**config.mk**
```make
export PLATFORM = sky130hd
export DESIGN_NAME = simon_playback_seq
export DESIGN_NICKNAME = d
export VERILOG_FILES = /design/src/rtl/simon_pkg.sv /design/src/rtl/simon_dwell_timer.sv /design/src/rtl/simon_playback_seq.sv
export SDC_FILE = /design/constraint.sdc
export NUM_CORES = 1
export LEC_CHECK = 0
export ABC_CLOCK_PERIOD_IN_PS = 3100
export CAP_MARGIN = 20
export CORE_ASPECT_RATIO = 1.1
export CORE_MARGIN = 2
export CORE_UTILIZATION = 58
export DETAILED_ROUTE_END_ITERATION = 8
export HOLD_SLACK_MARGIN = 0.03
export PLACE_DENSITY = 0.86
export RECOVER_POWER = 50
export SYNTH_ARGS = -nofsm -noshare
export SYNTH_HDL_FRONTEND = slang
export SYNTH_SLANG_ARGS = --single-unit
```
**constraint.sdc**
```tcl
create_clock -name pclk -period 3.1 [get_ports pclk]
set_clock_uncertainty 0.05 [all_clocks]
set_input_delay 0.62 -clock pclk [delete_from_list [all_inputs] [get_ports pclk]]
set_output_delay 0.62 -clock pclk [all_outputs]
set_load 0.01 [all_outputs]
```
**src/rtl/simon_pkg.sv**
```systemverilog
// Shared definitions for the Simon pattern playback sequencer.
// Build option: SIMON_SEQ_BLANK_EN adds a one-cycle BLANK state between patterns.
package simon_pkg;

    localparam int unsigned MEM_DEPTH = 64;
    localparam int unsigned ADDR_W    = 6;
    localparam int unsigned PAT_W     = 4;

    typedef enum logic [2:0] {
        IDLE,
        ADDR,
        DATA,
        SHOW
`ifdef SIMON_SEQ_BLANK_EN
        ,
        BLANK
`endif
    } state_t;

endpackage

```
**src/rtl/simon_dwell_timer.sv**
```systemverilog
// Down-counter timing how long one pattern stays on the LEDs.
// Loaded with (cycles - 1); zero marks the final cycle of the dwell.
module simon_dwell_timer #(
    parameter int unsigned W = 16
) (
    input  logic         clk,
    input  logic         rst,
    input  logic         load,
    input  logic [W-1:0] load_val,
    input  logic         dec,
    output logic         zero
);

    logic [W-1:0] cnt;

    // Load takes priority over decrement; counter saturates at zero.
    always_ff @(posedge clk) begin
        if (rst) begin
            cnt <= '0;
        end else if (load) begin
            cnt <= load_val;
        end else if (dec && (cnt != '0)) begin
            cnt <= cnt - W'(1);
        end
    end

    assign zero = (cnt == '0);

endmodule

```
**src/rtl/simon_playback_seq.sv**
```systemverilog
// Simon pattern playback sequencer: walks a synchronous-read pattern memory,
// showing each entry for a programmable dwell, once or looping.
// Build option: SIMON_SEQ_BLANK_EN inserts a BLANK cycle (LEDs off) between patterns.
module simon_playback_seq
    import simon_pkg::*;
#(
    parameter int unsigned DWELL_W = 16,
    parameter int unsigned PAT_W   = simon_pkg::PAT_W,
    parameter int unsigned ADDR_W  = simon_pkg::ADDR_W
) (
    input  logic              pclk,
    input  logic              rst,
    input  logic              start,
    input  logic              stop,
    input  logic              loop,
    input  logic [ADDR_W:0]   seq_cnt,
    input  logic [DWELL_W-1:0] dwell,
    output logic [ADDR_W-1:0] mem_raddr,
    input  logic [PAT_W-1:0]  mem_rdata,
    output logic [PAT_W-1:0]  pattern_leds,
    output logic [ADDR_W-1:0] cur_idx,
    output logic              busy,
    output logic              done
);

    localparam logic [ADDR_W:0] DEPTH = (ADDR_W+1)'(1 << ADDR_W);

    state_t              state;
    logic [ADDR_W-1:0]   idx;
    logic [ADDR_W-1:0]   last_idx;
    logic                loop_q;
    logic [DWELL_W-1:0]  dwell_q;
    logic [DWELL_W-1:0]  dwell_load;
    logic [ADDR_W:0]     cnt_clamp;
    logic                tmr_zero;

    // Clamp requested length to the memory depth; dwell of 0 behaves as 1.
    always_comb begin
        cnt_clamp  = (seq_cnt > DEPTH) ? DEPTH : seq_cnt;
        dwell_load = (dwell_q == '0) ? '0 : dwell_q - DWELL_W'(1);
    end

    simon_dwell_timer #(
        .W (DWELL_W)
    ) u_dwell (
        .clk      (pclk),
        .rst      (rst),
        .load     (state == DATA),
        .load_val (dwell_load),
        .dec      (state == SHOW),
        .zero     (tmr_zero)
    );

    // Playback FSM; stop overrides every state including a pending start.
    always_ff @(posedge pclk) begin
        if (rst) begin
            state        <= IDLE;
            idx          <= '0;
            last_idx     <= '0;
            loop_q       <= 1'b0;
            dwell_q      <= '0;
            pattern_leds <= '0;
            cur_idx      <= '0;
            done         <= 1'b0;
        end else begin
            done <= 1'b0;
            if (stop) begin
                state        <= IDLE;
                idx          <= '0;
                pattern_leds <= '0;
            end else begin
                case (state)
                    IDLE: begin
                        if (start) begin
                            idx <= '0;
                            if (seq_cnt == '0) begin
                                done <= 1'b1;
                            end else begin
                                last_idx <= ADDR_W'(cnt_clamp - (ADDR_W+1)'(1));
                                loop_q   <= loop;
                                dwell_q  <= dwell;
                                state    <= ADDR;
                            end
                        end
                    end
                    ADDR: state <= DATA;
                    DATA: begin
                        pattern_leds <= mem_rdata;
                        cur_idx      <= idx;
                        state        <= SHOW;
                    end
                    SHOW: begin
                        if (tmr_zero) begin
                            if ((idx != last_idx) || loop_q) begin
                                idx <= (idx != last_idx) ? idx + ADDR_W'(1) : '0;
`ifdef SIMON_SEQ_BLANK_EN
                                pattern_leds <= '0;
                                state        <= BLANK;
`else
                                state        <= ADDR;
`endif
                            end else begin
                                idx          <= '0;
                                pattern_leds <= '0;
                                done         <= 1'b1;
                                state        <= IDLE;
                            end
                        end
                    end
`ifdef SIMON_SEQ_BLANK_EN
                    BLANK: state <= ADDR;
`endif
                    default: state <= IDLE;
                endcase
            end
        end
    end

    assign mem_raddr = idx;
    assign busy      = (state != IDLE);

endmodule

```
-- Word-level counts from Yosys, hierarchy flattened
Index checks and enable logic that the tools add are counted.
- output and inout port bits: 18
- memory bits (writable): 0
- ROM bits: 0
- bits of input ports: 32
- register bits after elaboration: 59
- logic and storage cells: 63
- latch bits: 0
- memories: 0
- mux-type cells: 22
- shift operators: 0
- reductions and logical operators: 17
- magnitude comparators: 1
- add/sub/neg operators: 4
- div/mod/pow operators: 0
- bitwise gates (word level): 2
- $mul: 0
- equality and inequality tests: 8
- operator list (kind ; number):
    16-bit 2-to-1 mux ; 3
    16-bit zero test ; 2
    16-bit by 1-bit subtractor with 16-bit output (second input constant) ; 2
    6-bit 2-to-1 mux ; 5
    16-bit nonzero test ; 1
    3-bit one-hot mux with 4 select lines ; 1
    6-bit one-hot mux with 2 select lines ; 1
    3-bit 2-to-1 mux ; 3
    3-bit AND reduction ; 3
    4-bit 2-to-1 mux ; 2
    2-bit != test (second input constant) ; 4
    4-bit one-hot mux with 2 select lines ; 1
    7-bit > comparator (second input constant) ; 1
    7-bit zero test ; 1
    6-bit by 1-bit adder with 6-bit output (second input constant) ; 1
    3-bit by 2-bit == test with 1-bit output (second input constant) ; 2
    6-bit != test ; 1
    2-bit nonzero test ; 3
    6-bit by 1-bit subtractor with 6-bit output (second input constant) ; 1
    1-bit 2-to-1 mux ; 5
    4-bit AND reduction ; 1
    3-bit by 1-bit == test with 1-bit output (second input constant) ; 1
    3-bit zero test ; 1
    3-bit nonzero test ; 1
    other kinds (6) ; 7

-- Longest topological paths before layout
Gate-level depths: netlist of run 1.
- depth after elaboration: 5
- gate-level depth with buffers: 8
- depth with buffers taken out: 7

-- Modules after synthesis
A second synthesis of run 1 with hierarchy kept.
- cells, all modules: 418
- area total of the unflattened synthesis: 3233.1 um^2
- by module, submodules not included (module ; area an instance (um^2) ; seq. area each (um^2) ; instances ; cells an instance):
    simon_playback_seq ; 2288.4 ; 840.8 ; 1 ; 304
    simon_dwell_timer ; 944.7 ; 320.3 ; 1 ; 114

-- Worst setup path before layout of run 1
OpenSTA, ideal clock, no wires.
- kind: input-to-reg
- start point: input seq_cnt[1]
- end point: register last_idx[1]
- setup time: 0.086 ns
- stages: 5
- arrival: 2.010 ns
- path buffers: 1
- data required time: 2.964 ns
- setup slack: 0.955 ns
- cells stage by stage: or4_1 > nor4_2 > nor3_1 > clkbuf_1 > a211oi_1
- longest elaborated chain between the ends: 3
- elaborated cells between the ends (all ways): 6
- classes of those cells: add/sub (1); order compare (1); mux (1); bitwise (1); reduce/logical (2)
- ends and longest elaborated chain (item ; line ; text):
    start, declared ; simon_playback_seq.sv:16 ; input logic [ADDR_W:0] seq_cnt,
    7-bit > comparator or 7-bit zero test (tied branches) ; simon_playback_seq.sv:39, simon_playback_seq.sv:76 ;
    6-bit 2-to-1 mux or 1-bit NOT (tied branches) ; n/a ;
    6-bit by 1-bit subtractor with 6-bit output or 4-bit AND reduction (tied branches) ; n/a ;
    end signal, assigned ; simon_playback_seq.sv:79 ; last_idx <= ADDR_W'(cnt_clamp - (ADDR_W+1)'(1));
    end, declared ; simon_playback_seq.sv:30 ; logic [ADDR_W-1:0] last_idx;
Several ways; a longest one is shown, not always the timed one.
A chain may end at the register's enable or synchronous reset.

-- Worst setup path in the final report of run 1
- start point: register u_dwell.cnt[10]
- end point: register pattern_leds[0]
- longest elaborated chain between the ends: 3
- ends and longest elaborated chain (item ; line ; text):
    start, declared ; simon_dwell_timer.sv:14 ; logic [W-1:0] cnt;
    start signal, assigned ; simon_dwell_timer.sv:21 ; cnt <= load_val;
    start signal, assigned ; simon_dwell_timer.sv:23 ; cnt <= cnt - W'(1);
    16-bit zero test ; simon_dwell_timer.sv:27 ; assign zero = (cnt == '0);
    2-bit != test (no source line) ; n/a ;
    3-bit AND reduction (no source line) ; n/a ;
    end signal, assigned ; simon_playback_seq.sv:88 ; pattern_leds <= mem_rdata;
    end, declared ; simon_playback_seq.sv:20 ; output logic [PAT_W-1:0] pattern_leds,
Every way passes these cells.

==> results of run 1 <==
sequential cells by signal (all words and copies together), names as in the netlist:
name and flops:
last_idx 6, loop_q 1, pattern_leds 4, cur_idx 6, u_dwell.cnt 16, state 2
mem_raddr 6, done 1, dwell_q 16
area by class of cell:
type / count / area share (%)
clock buffer: 13 / 4.472
clock inverter: 2 / 0.9275
inverter: 15 / 1.491
multi-input combinational: 282 / 46.87
sequential: 58 / 30.74
tap: 58 / 1.921
timing repair buffer: 52 / 13.58
metrics by stage:
stage	instances	hold WS, ps	utilization (%)
2_1_floorplan	370	386.3	-
3_3_place_gp	465	396.8	71.21
3_5_place_dp	465	412.5	71.21
4_1_cts	480	432.1	75.23
5_1_grt	480	453.4	74.54
6_report	480	423.7	74.54
cell usage after synthesis (2+ instances only):
library cell and n:
xnor2_1 26, or4_1 3, xor2_1 7, or3_1 5, nand3_1 7, a31oi_1 5
nor4_1 8, a211oi_1 4, o31ai_1 3, nand4_1 5, a22o_1 4, o21ai_0 8
nor4_2 3, nand2_1 58, a21oi_1 31, nor3_1 22, clkbuf_1 10, o22ai_1 10
a211o_1 2, inv_1 15, dfxtp_1 58, a22oi_1 2, mux2i_1 9, buf_2 4
nor2_1 23, ha_1 8, nor2b_1 2
layer usage:
metal	global-route usage (%)	up-vias
met5	0	-
met4	11.82	0
met3	5.772	15
met2	40.63	79
met1	35.91	1314
li1	-	1424
where the power goes:
| group | switching, mW | internal [mW] | total (mW) |
|---|---|---|---|
| Clock | 0.296 | 0.432 | 0.727 |
| Sequential | 0.0271 | 0.769 | 0.796 |
| Combinational | 0.177 | 0.142 | 0.319 |
| Total | 0.499 | 1.34 | 1.84 |
path summary, 6_finish.rpt:
path | slack [ps] | cells past startpoint | endpoint
worst max-delay path | 430 | 5 | pattern_leds[0]$_SDFFE_PP0P_
worst min-delay path | 420 | 1 | pattern_leds[2]$_SDFFE_PP0P_
worst max register to register | 430 | 5 | pattern_leds[0]$_SDFFE_PP0P_
worst min register to register | 420 | 1 | pattern_leds[2]$_SDFFE_PP0P_
cell families (layout without fill, tap and decap cells):
| group | after synthesis | in the layout | synth area share, % |
|---|---|---|---|
| buffers and inverters | 30 | 82 | 3.937 |
| AND/OR/NAND/NOR | 152 | 152 | 26.10 |
| flip-flops | 58 | 58 | 37.66 |
| XOR/XNOR | 33 | 33 | 9.375 |
| adder cells (fa/ha/maj) | 8 | 8 | 3.247 |
| multiplexers | 9 | 9 | 2.922 |
| AO/OA/AOI/OAI | 80 | 80 | 16.76 |
layout by cell type (no fill, tap or decap), types with 12 or more instances in the layout:
| master | Yosys | layout |
|---|---|---|
| nand2_1 | 58 | 58 |
| dfxtp_1 | 58 | 58 |
| a21oi_1 | 31 | 31 |
| clkdlybuf4s50_1 | 0 | 31 |
| xnor2_1 | 26 | 26 |
| nor2_1 | 23 | 23 |
| nor3_1 | 22 | 21 |
| dlygate4sd3_1 | 0 | 18 |
| inv_1 | 15 | 15 |
| clkbuf_8 | 0 | 12 |
critical path, stage by stage, from the launching register on:
cell and delay [ps]:
dfxtp_1 350, or4_1 590, nor4b_1 640, and2_0 350, a41oi_1 270, a22o_1 320
==> results by group, run 1 <==
Floorplan
  • Die area: 5915 um2
  • Core area: 5067 um2
  • Die Span Y: 80.47 um
  • Chip Width: 73.52 um
  • Num ports: 50
  • Row count: 27
  • Initial core utilization: 60.84%

Logic synthesis
  • Mean post-synth cell area: 8.332 um2
  • Cell count after synthesis: 370
  • Synth top area cells: dfxtp_1, xnor2_1, nand2_1, a21oi_1, nor3_1
  • Synth Flop Type: dfxtp_1
  • Syn Nets: 410
  • Synth unique cells: 55
  • Sequential cell area fraction in the yosys report: 37.66%
  • Post-synth ARST share: 0%
  • Mapped cell area: 3083 um2
  • FF+latch count, synth: 58
  • EDFF count, synth: 0
  • Top cell type's share of synthesized area: 37.66%
  • Ys Warns: 0
  • Leading area contributor after synthesis: dfxtp_1

STA
  • Worst Tran Pin Value: 676.7 ps
  • Minimum clock period: 2674 ps
  • Total negative slack: 0 ps
  • Setup slack after layout: 425.5 ps
  • Max Slew Vio Count: 0
  • Slew margin rel.: 54.25%
  • RSZ-0062 raised after global routing: no
  • Final setup fails: 0
  • Fmax: 0.3739 GHz
  • Final period utilization: 86.27%
  • Hold Violations, Final: 0

Min path
  • Min-delay src: pattern_leds[2]$_SDFFE_PP0P_
  • Min-Delay Path Class: reg2reg

Setup path
  • CP required: 3280 ps
  • CP Launch Point: u_dwell.cnt[10]$_SDFFE_PP0P_
  • Critical path class: reg2reg
  • FF-to-FF Start: u_dwell.cnt[10]$_SDFFE_PP0P_
  • Worst EP arrival: 2850 ps
  • Max Fanout on Critical Path: 6
  • Startpoint Class: flip-flop
  • Worst setup EP type: flip-flop

Final layout
  • Area of the multi-input gates: 1770 um2
  • Sequential Area: 1161 um2
  • Filler cells: 370
  • Post-route cell area: 3777 um2
  • Area Growth Syn to Fin: 22.52%
  • Share of layout cells above drive strength 1: 6.398%
  • Ant diodes: 0
  • Nets: 458

GRT
  • Largest net degree at the start of global routing: 25
  • First-pass GRT wire length: 12.21 mm
  • Tot GR Track Use: 26.67%
  • Initial antenna violation count: 0
  • Vias in the first global route: 2702
  • Remaining Overflow, GRT: 0

Clocking
  • CTS root buffer: clkbuf_8
  • Cts repair resizes: 0
  • Worst-skew pair later-pin latency: 340 ps
  • Clock transition at path regs: 70 ps
  • Clock buffer depth: 2
  • CTS H-Tree Depth: 3
  • Setup bufs post-CTS: 0
  • TritonCTS clock tree: built
  • Clock buffer count from CTS: 9
  • Hold-fix buffers, CTS: 0
  • Num Clock Sinks: 58

Placed design
  • Pre-CTS WS: 374.5 ps
  • Port-buffer cells: 49
  • Gpl congestion: 0.8393
  • Post-DP HPWL: 5.269 mm
  • DP Area: 3608 um2

Route
  • Via density: 5.900
  • Routed WL per cell: 15.15 um
  • Top Metal Used: met4
  • Via count: 2832
  • Post-Route WL: 7.270 mm
  • Initial DRT Pass Iterations: 5
  • Initial drt markers: 214
  • ANT nets after route: 0
  • Post-detailed-route DRC marker count: 0
  • WL met1: 3.448 mm
  • Met3 Wirelength: 280 um
  • Met2 wire len: 3.418 mm

Power and ir drop
  • PwrDens: 487.6 nW/um2
  • Leak: 1.465 nW
  • Peak VDD IR: 340.4 uV
  • Overall Power: 1.842 mW

Run
  • Max-cap viol count: 0

Outcome
  • Status: finished clean
Note: power is estimated with default switching activity, not from simulation.
==> run 2: changes to the inputs <==
CAP_MARGIN = 0   (was 20)
CTS_BUF_LIST = sky130_fd_sc_hd__clkbuf_8 sky130_fd_sc_hd__clkbuf_16   (was unset)
CTS_CLUSTER_SIZE = 40   (was unset)
==> results by group, run 2 (synthesis gave the netlist of run 1 again) <==
Final layout
  • Area of the multi-input gates: 1770 um2 (unchanged)
  • Filler cells: 370 (unchanged)
  • Ant diodes: 0 (unchanged)
  • Area Growth Syn to Fin: 22.52% (unchanged)
  • Sequential Area: 1161 um2 (unchanged)
  • Share of layout cells above drive strength 1: 6.398% (unchanged)
  • Biggest regs: dwell_q (16), u_dwell.cnt (16)
  • Final Instance Count excl. Fillers: 480 (unchanged)
  • Nets: 458 (unchanged)
  • Commonest cells after routing, fill and taps aside: nand2_1, dfxtp_1, a21oi_1, clkdlybuf4s50_1, xnor2_1

Clocking
  • CTS root buffer: clkbuf_8
  • CTS H-Tree Depth: 3 (unchanged)
  • Num Clock Sinks: 58 (unchanged)
  • Clock transition at path regs: 60 ps (about the same)
  • Clock buffer count from CTS: 9 (unchanged)
  • Clock buffer depth: 2 (unchanged)
  • Cts repair resizes: 0 (unchanged)
  • Hold-fix buffers, CTS: 0 (unchanged)
  • Setup bufs post-CTS: 0 (unchanged)
  • TritonCTS clock tree: built
  • Worst-skew pair later-pin latency: 340 ps (about the same)

STA
  • Total negative slack: 0 ps (unchanged)
  • Fmax: 0.3745 GHz (+0.16%)
  • Final setup fails: 0 (unchanged)
  • Final period utilization: 86.13% (-0.14 points)
  • Worst Tran Pin Value: 676.7 ps (unchanged)
  • Minimum clock period: 2670 ps (-4.317 ps)
  • RSZ-0062 raised after global routing: no
  • Slew margin rel.: 54.25% (unchanged)
  • Hold Violations, Final: 0 (unchanged)
  • Max Slew Vio Count: 0 (unchanged)

Route
  • ANT nets after route: 0 (unchanged)
  • Post-Route WL: 7.252 mm (-0.25%)
  • Initial drt markers: 239 (+12%)
  • Via count: 2848 (+0.56%)
  • Post-detailed-route DRC marker count: 0 (unchanged)
  • Via density: 5.933 (+0.56%)
  • Routed WL per cell: 15.11 um (-0.25%)
  • Initial DRT Pass Iterations: 5 (unchanged)

Floorplan
  • Row count: 27 (unchanged)
  • Chip Width: 73.52 um (unchanged)
  • Die Span Y: 80.47 um (unchanged)
  • Initial core utilization: 60.84% (unchanged)
  • Num ports: 50 (unchanged)
  • Core area: 5067 um2 (unchanged)
  • Die area: 5915 um2 (unchanged)

GRT
  • Remaining Overflow, GRT: 0 (unchanged)
  • First-pass GRT wire length: 12.21 mm (unchanged)
  • Largest net degree at the start of global routing: 25 (unchanged)
  • Tot GR Track Use: 26.67% (unchanged)
  • Initial antenna violation count: 0 (unchanged)
  • Vias in the first global route: 2702 (unchanged)

Setup path
  • Startpoint Class: flip-flop
  • Crit path cell chain: or4_1, nor4b_1, and2_0, a41oi_1, a22o_1
  • Worst EP arrival: 2850 ps (about the same)
  • Reg2reg setup slack: 430 ps (about the same)
  • CP required: 3280 ps (about the same)
  • Critical path class: reg2reg
  • Crit path largest cell delay: 640 ps (about the same)
  • CP top delay family: simple AND/OR/NAND/NOR gates
  • Buf/Inv on CP: 0 (unchanged)
  • Max Fanout on Critical Path: 6 (unchanged)
  • Worst setup EP type: flip-flop
  • CP max stage cell: nor4b_1

Min path
  • Min-Delay Path Class: reg2reg

Power and ir drop
  • Peak VDD IR: 341.2 uV (+0.23%)
  • Overall Power: 1.836 mW (-0.29%)
  • PwrDens: 486.2 nW/um2 (-0.29%)
  • Leak: 1.469 nW (+0.28%)

Outcome
  • Status: finished clean

Run
  • Max-cap viol count: 0 (unchanged)

Placed design
  • Dpl cells: 465 (unchanged)
  • Gpl congestion: 0.8393 (unchanged)
  • Post-DP HPWL: 5.269 mm (unchanged)
  • Port-buffer cells: 49 (unchanged)
-- run 2: changes by cell type in the layout (fill, tap and decap cells not counted), sizes merged --
cell    delta
clkbuf     -1
inv        +1
-- run 2: final timing paths --
path | from | endpoint | depth (start not counted)
max | u_dwell.cnt[10]$_SDFFE_PP0P_ | pattern_leds[0]$_SDFFE_PP0P_ | 5
min | pattern_leds[2]$_SDFFE_PP0P_ | pattern_leds[2]$_SDFFE_PP0P_ | 1
max reg2reg | u_dwell.cnt[10]$_SDFFE_PP0P_ | pattern_leds[0]$_SDFFE_PP0P_ | 5
min reg2reg | pattern_leds[2]$_SDFFE_PP0P_ | pattern_leds[2]$_SDFFE_PP0P_ | 1
-- run 2: metrics by stage --
stage / hold slack (ps) / util, % / setup slack [ps] / cell area (um2)
after floorplan: 386.3 / - / 954.9 / 3083
after global placement: 396.8 / 71.21 / 454.8 / 3608
after detailed placement: 412.5 / 71.21 / 374.5 / 3608
after CTS: 432.2 / 75.23 / 723.3 / 3812
after global routing: 453.5 / 74.54 / 332.4 / 3777
final: 423.0 / 74.54 / 429.8 / 3777
-- run 2: per-layer routing --
metal | global-route usage [%] | routed length (um) | part of all wire, %
met4 | 11.82 | 123 | 1.7
met1 | 35.91 | 3405 | 47
met5 | 0 | 0 | 0
met3 | 5.772 | 311 | 4.3
met2 | 40.63 | 3411 | 47
-- run 2: power breakdown --
part           leakage, nW  switching (mW)  internal, mW  total [mW]
Clock                0.110           0.294         0.428       0.722
Sequential           0.470          0.0270         0.769       0.796
Combinational        0.889           0.176         0.142       0.318
-- run 2: cell type report --
cell class | count | share of cell area (%)
Sequential cell | 58 | 30.74
Clock inverter | 3 | 1.027
Tap cell | 58 | 1.921
Multi-Input combinational cell | 282 | 46.87
Timing Repair Buffer | 52 | 13.58
Inverter | 15 | 1.491
Clock buffer | 12 | 4.372
==> run 3: changes to the inputs <==
GPL_TIMING_DRIVEN = 0   (was unset)
==> results by group, run 3 (synthesis gave the netlist of run 1 again) <==
Outcome
  • Status: finished clean

Final layout
  • Biggest regs: dwell_q (16), u_dwell.cnt (16)
  • Nets: 469 (+2.4%)
  • Commonest cells after routing, fill and taps aside: nand2_1, dfxtp_1, a21oi_1, clkdlybuf4s50_1, xnor2_1
  • Ant diodes: 0 (unchanged)
  • Sequential Area: 1161 um2 (unchanged)
  • Area Growth Syn to Fin: 24.07%
  • Share of layout cells above drive strength 1: 6.682% (+0.28 points)
  • Filler cells: 373 (+0.81%)
  • Area of the multi-input gates: 1777 um2 (+0.35%)

Power and ir drop
  • PwrDens: 488.1 nW/um2 (+0.39%)
  • Leak: 1.483 nW (+0.93%)
  • Peak VDD IR: 338.0 uV (-0.92%)

Floorplan
  • Chip Width: 73.52 um (unchanged)
  • Initial core utilization: 60.84% (unchanged)
  • Die area: 5915 um2 (unchanged)
  • Die Span Y: 80.47 um (unchanged)
  • Core area: 5067 um2 (unchanged)
  • Row count: 27 (unchanged)
  • Num ports: 50 (unchanged)

Setup path
  • CP Launch Point: u_dwell.cnt[0]$_SDFFE_PP0P_
  • CP max stage cell: nor4b_1
  • FF-to-FF Start: u_dwell.cnt[0]$_SDFFE_PP0P_
  • Register-to-Register Path Depth: 7 (+2)
  • Reg2reg setup slack: 370 ps (-60 ps)
  • Worst EP arrival: 2900 ps (+50 ps)
  • Critical path class: reg2reg
  • Max Fanout on Critical Path: 5 (-1)
  • Cell mode on critical path: nor4b_1
  • Critical R2R Capture: done$_SDFF_PP0_
  • Crit path largest cell delay: 570 ps (-70 ps)
  • Startpoint Class: flip-flop
  • CP required: 3270 ps (about the same)
  • CP Capture Point: done$_SDFF_PP0_
  • Worst setup EP type: flip-flop
  • Crit path cell chain: inv_1, ha_1, nor4b_1, nor4b_1, and2_0, nand4_2, a2111oi_2

STA
  • Final period utilization: 88.21% (+2.1 points)
  • Minimum clock period: 2734 ps (+64.25 ps)
  • Fmax: 0.3657 GHz (-2.3%)
  • Max Slew Vio Count: 0 (unchanged)
  • Hold Violations, Final: 0 (unchanged)
  • Total negative slack: 0 ps (unchanged)
  • Hold_ws: 420.9 ps (-2.156 ps)
  • Slew margin rel.: 48.48% (-5.8 points)
  • Worst Tran Pin Value: 766.9 ps (+90.19 ps)
  • Final setup fails: 0 (unchanged)
  • RSZ-0062 raised after global routing: no

Route
  • Post-detailed-route DRC marker count: 0 (unchanged)
  • Initial DRT Pass Iterations: 4 (-1)
  • ANT nets after route: 0 (unchanged)
  • Post-Route WL: 7.605 mm (+4.9%)
  • Via density: 6.063 (+2.2%)
  • Routed WL per cell: 15.46 um (+2.3%)
  • Initial drt markers: 283 (+18%)
  • Via count: 2983 (+4.7%)

Clocking
  • Hold-fix buffers, CTS: 0 (unchanged)
  • Clock buffer depth: 2 (unchanged)
  • Cts repair resizes: 0 (unchanged)
  • CTS root buffer: clkbuf_8
  • TritonCTS clock tree: built
  • Worst-skew pair later-pin latency: 340 ps (about the same)
  • Clock transition at path regs: 60 ps (about the same)
  • Num Clock Sinks: 58 (unchanged)
  • Setup bufs post-CTS: 0 (unchanged)
  • CTS H-Tree Depth: 3 (unchanged)
  • Clock buffer count from CTS: 9 (unchanged)

GRT
  • Initial antenna violation count: 0 (unchanged)
  • Remaining Overflow, GRT: 0 (unchanged)
  • First-pass GRT wire length: 13.09 mm (+7.2%)
  • Largest net degree at the start of global routing: 11 (-56%)
  • Vias in the first global route: 2884 (+6.7%)
  • Tot GR Track Use: 28.92% (+2.3 points)

Placed design
  • Port-buffer cells: 48 (-2.0%)
  • Post-DP HPWL: 5.581 mm (+5.9%)
  • Gpl congestion: 0.8572 (+2.1%)

Run
  • Max-cap viol count: 0 (unchanged)

Min path
  • Min-Delay Path Class: reg2reg
==> run 3: power by group <==
group | internal, mW | total [mW] | leakage (nW) | switching (mW)
clock network | 0.453 | 0.742 | 0.118 | 0.289
logic | 0.145 | 0.329 | 0.894 | 0.185
registers | 0.769 | 0.795 | 0.470 | 0.0267
total | 1.37 | 1.87 | 1.48 | 0.500
==> run 3: through the flow <==
step / instances / setup WS (ps) / utilization [%] / area [um2] / total power, mW
4_1_cts: 492 / 544.6 / 76.02 / 3852 / 1.884
2_1_floorplan: 370 / 954.9 / - / 3083 / 1.039
3_3_place_gp: 476 / 301.2 / 71.75 / 3636 / 1.134
5_1_grt: 492 / 188.0 / 75.48 / 3825 / 1.949
6_report: 492 / 365.6 / 75.48 / 3825 / 1.867
3_5_place_dp: 476 / 211.3 / 71.75 / 3636 / 1.146
==> run 3: layout make-up <==
type	count	share of cell area, %
timing repair buffer	48	12.56
multi-input combinational	282	46.45
clock inverter	3	0.9814
clock buffer	13	4.678
buffer	15	1.603
inverter	15	1.472
sequential	58	30.36
tap	58	1.897
==> run 3: layer usage <==
layer / track usage [%] / up-vias / part of all wire [%]
met3: 8.783 / 16 / 6.4
met1: 37.69 / 1392 / 44
li1: - / 1446 / -
met4: 10.91 / 0 / 1.9
met2: 44.64 / 129 / 48
met5: 0 / - / 0
==> run 3: worst min path at each step <==
stage          depth (start not counted)  slack (ps)                      endpoint                         start
3_5_place_dp                           1         410  pattern_leds[2]$_SDFFE_PP0P_  pattern_leds[2]$_SDFFE_PP0P_
6_report                               1         420  pattern_leds[1]$_SDFFE_PP0P_  pattern_leds[1]$_SDFFE_PP0P_
2_1_floorplan                          2         390           loop_q$_SDFFE_PP0P_           loop_q$_SDFFE_PP0P_
3_3_place_gp                           2         400           loop_q$_SDFFE_PP0P_           loop_q$_SDFFE_PP0P_
4_1_cts                                2         420      last_idx[4]$_SDFFE_PP0P_      last_idx[4]$_SDFFE_PP0P_
5_1_grt                                2         440      last_idx[4]$_SDFFE_PP0P_      last_idx[4]$_SDFFE_PP0P_
==> run 3: critical path: cells and delay by family (launching register included) <==
| kind | cells | cell delay (ps) |
|---|---|---|
| compound gates | 1 | 370 |
| simple gates | 4 | 1540 |
| fa+ha+maj | 1 | 170 |
| buf+inv | 1 | 120 |
| flops | 1 | 360 |
==> RTL change, RTL diff (config.mk and constraints of run 1) <==
Reset style: asynchronous (`rst`), changed in 2 clocked blocks.
--- a/src/rtl/simon_dwell_timer.sv
+++ b/src/rtl/simon_dwell_timer.sv
@@ -16,3 +16,3 @@
     // Load takes priority over decrement; counter saturates at zero.
-    always_ff @(posedge clk) begin
+    always_ff @(posedge clk or posedge rst) begin
         if (rst) begin
--- a/src/rtl/simon_playback_seq.sv
+++ b/src/rtl/simon_playback_seq.sv
@@ -54,3 +54,3 @@
     // Playback FSM; stop overrides every state including a pending start.
-    always_ff @(posedge pclk) begin
+    always_ff @(posedge pclk or posedge rst) begin
         if (rst) begin
Formal check against the unedited RTL: differs if rst is asserted again (counterexample within 4 cycles, from zero or initial values and one cycle with rst high); with rst held inactive, the same outputs for 10 cycles.
==> RTL change against run 1 <==
Fmax is 0.62% higher; final area is 8.0% higher; via count is 1.5% lower; wire length is 5.5% higher; setup slack better by 0.016 ns; critical path depth is 1 higher; area after synthesis is 7.0% higher; sequential cell count stayed put; cell count is 4.2% lower; utilization is 0.62 points higher; sequential share of layout area is 4.8 points higher; highest routed layer unchanged.
Power is not compared: it rests on default switching activity, and its combinational part moved more than twofold at a synthesized area within 25%.
==> RTL change: results (changes against run 1) <==
[synth]
synth_seq_area_share_pct = 44.0  ; +6.3 points
synth_ff_type = dfrtp_1
synth_xor_area_share_pct = 7.43  ; -1.9 points
async_flop_share_pct = 100  ; +100 points
synthesis.nets = 366  ; -11%
ys_top_cells_by_count = dfrtp_1, nor2_1, mux2_2
synth_compound_gate_area_share_pct = 14.1  ; -2.7 points
synthAdderAreaFrac_pct = 3.03  ; -0.21 points
synth_mux_area_share_pct = 8.68  ; +5.8 points
syn_area_per_cell_sq_um = 10.1  ; +21%
synthTopCellsByArea = dfrtp_1, mux2_2, xor2_1
synthDistinctLibCells = 56  ; +1.8%

[sta]
tightest_slew_ns = 1.16  ; +0.484 ns
fmax_mhz = 376  ; +0.62%

[setup_path]
crit_start = u_dwell.cnt[6]
path_delay_family = simple AND/OR/NAND/NOR gates
cp_max_fo = 7  ; +1
max_stage_delay_ns = 0.67  ; +0.03 ns
crit_arrival_ns = 2.83  ; -0.02 ns
regToRegSetupSlack_ns = 0.44  ; +0.02 ns
crit_end = state[1]
r2r.worst_path.cells = 6  ; +1
crit_path_top_delay_cell = or4_1
r2r_start = u_dwell.cnt[6]

[place]
dpl.hpwl_mm = 5.46  ; +3.7%
gp_congestion = 0.850  ; +1.3%
dp.cells = 445  ; -4.3%
dpl_worst_slack_ns = 0.429  ; +0.0540 ns

[drt]
dr.pass1.iters = 4  ; -1
first_iter_violations = 258  ; +21%
routed_wl_mm = 7.67  ; +5.5%
via_per_inst = 6.06  ; +2.8%

[global_routing]
grt_pass1_vias = 2780  ; +2.9%
grt_first_pass_wirelength_mm = 13.0  ; +6.4%
grt_usage_pct = 25.7  ; -0.98 points
grt_antenna_before_repair = 0  ; unchanged
grt_max_degree = 32  ; +28%

[clock_tree]
cts_buffer_depth = 2  ; unchanged

[cells_and_area]
drive_gt1_share_pct = 14.5  ; +8.1 points
stdcell_count = 460  ; -4.2%
nets = 421  ; -8.1%

[status]
status = complete, no violations

[min_path]
holdPathStages = 2  ; +1

RTL change: cell count changes in the layout (fill, tap and decap cells not counted), sizes merged, moves of 11 or more:
cell          run 1  this run
nor3             23        10
dfxtp            58         0
dfrtp             0        58
mux2              0        21
xnor2            26        10
a21oi            31         9
nand2            58        13
xor2              7        18
RTL change: worst min path at each step:
stage	start	to
3_3_place_gp	cur_idx[1]	cur_idx[1]
4_1_cts	cur_idx[1]	cur_idx[1]
3_5_place_dp	cur_idx[1]	cur_idx[1]
6_report	cur_idx[1]	cur_idx[1]
2_1_floorplan	last_idx[0]	last_idx[0]
5_1_grt	pattern_leds[3]	pattern_leds[3]
RTL change: layout make-up:
type	count	area, sq um
flip-flops and latches	58	1450
repair buffers	59	571
clock inverters	3	15.0
clock buffers	12	155
multi-input cells	240	1750
well taps	75	93.8
inverters	13	48.8
fillers	377	1350
RTL change: cell families (layout without fill, tap and decap cells):
kind of cell	count (synthesis)	after routing
AO/OA/AOI/OAI	64	64
AND/OR/NAND/NOR	114	114
flip-flops	58	58
adder cells (fa/ha/maj)	8	8
buffers and inverters	28	87
XOR/XNOR	28	28
multiplexers	26	26
RTL change: metrics by stage:
step	hold slack [ns]	power [W]	cell area, sq um
5_1_grt	0.459	0.00349	4080
6_report	0.437	0.00328	4080
3_5_place_dp	0.430	0.00264	3920
3_3_place_gp	0.414	0.00259	3920
2_1_floorplan	0.451	0.00223	3300
4_1_cts	0.445	0.00327	4090
RTL change: metal layers:
| layer | global-route usage [%] | wire length, um |
|---|---|---|
| met5 | 0 | 0 |
| met4 | 12.1 | 185 |
| met3 | 4.46 | 554 |
| met2 | 41.1 | 3620 |
| met1 | 34.3 | 3300 |
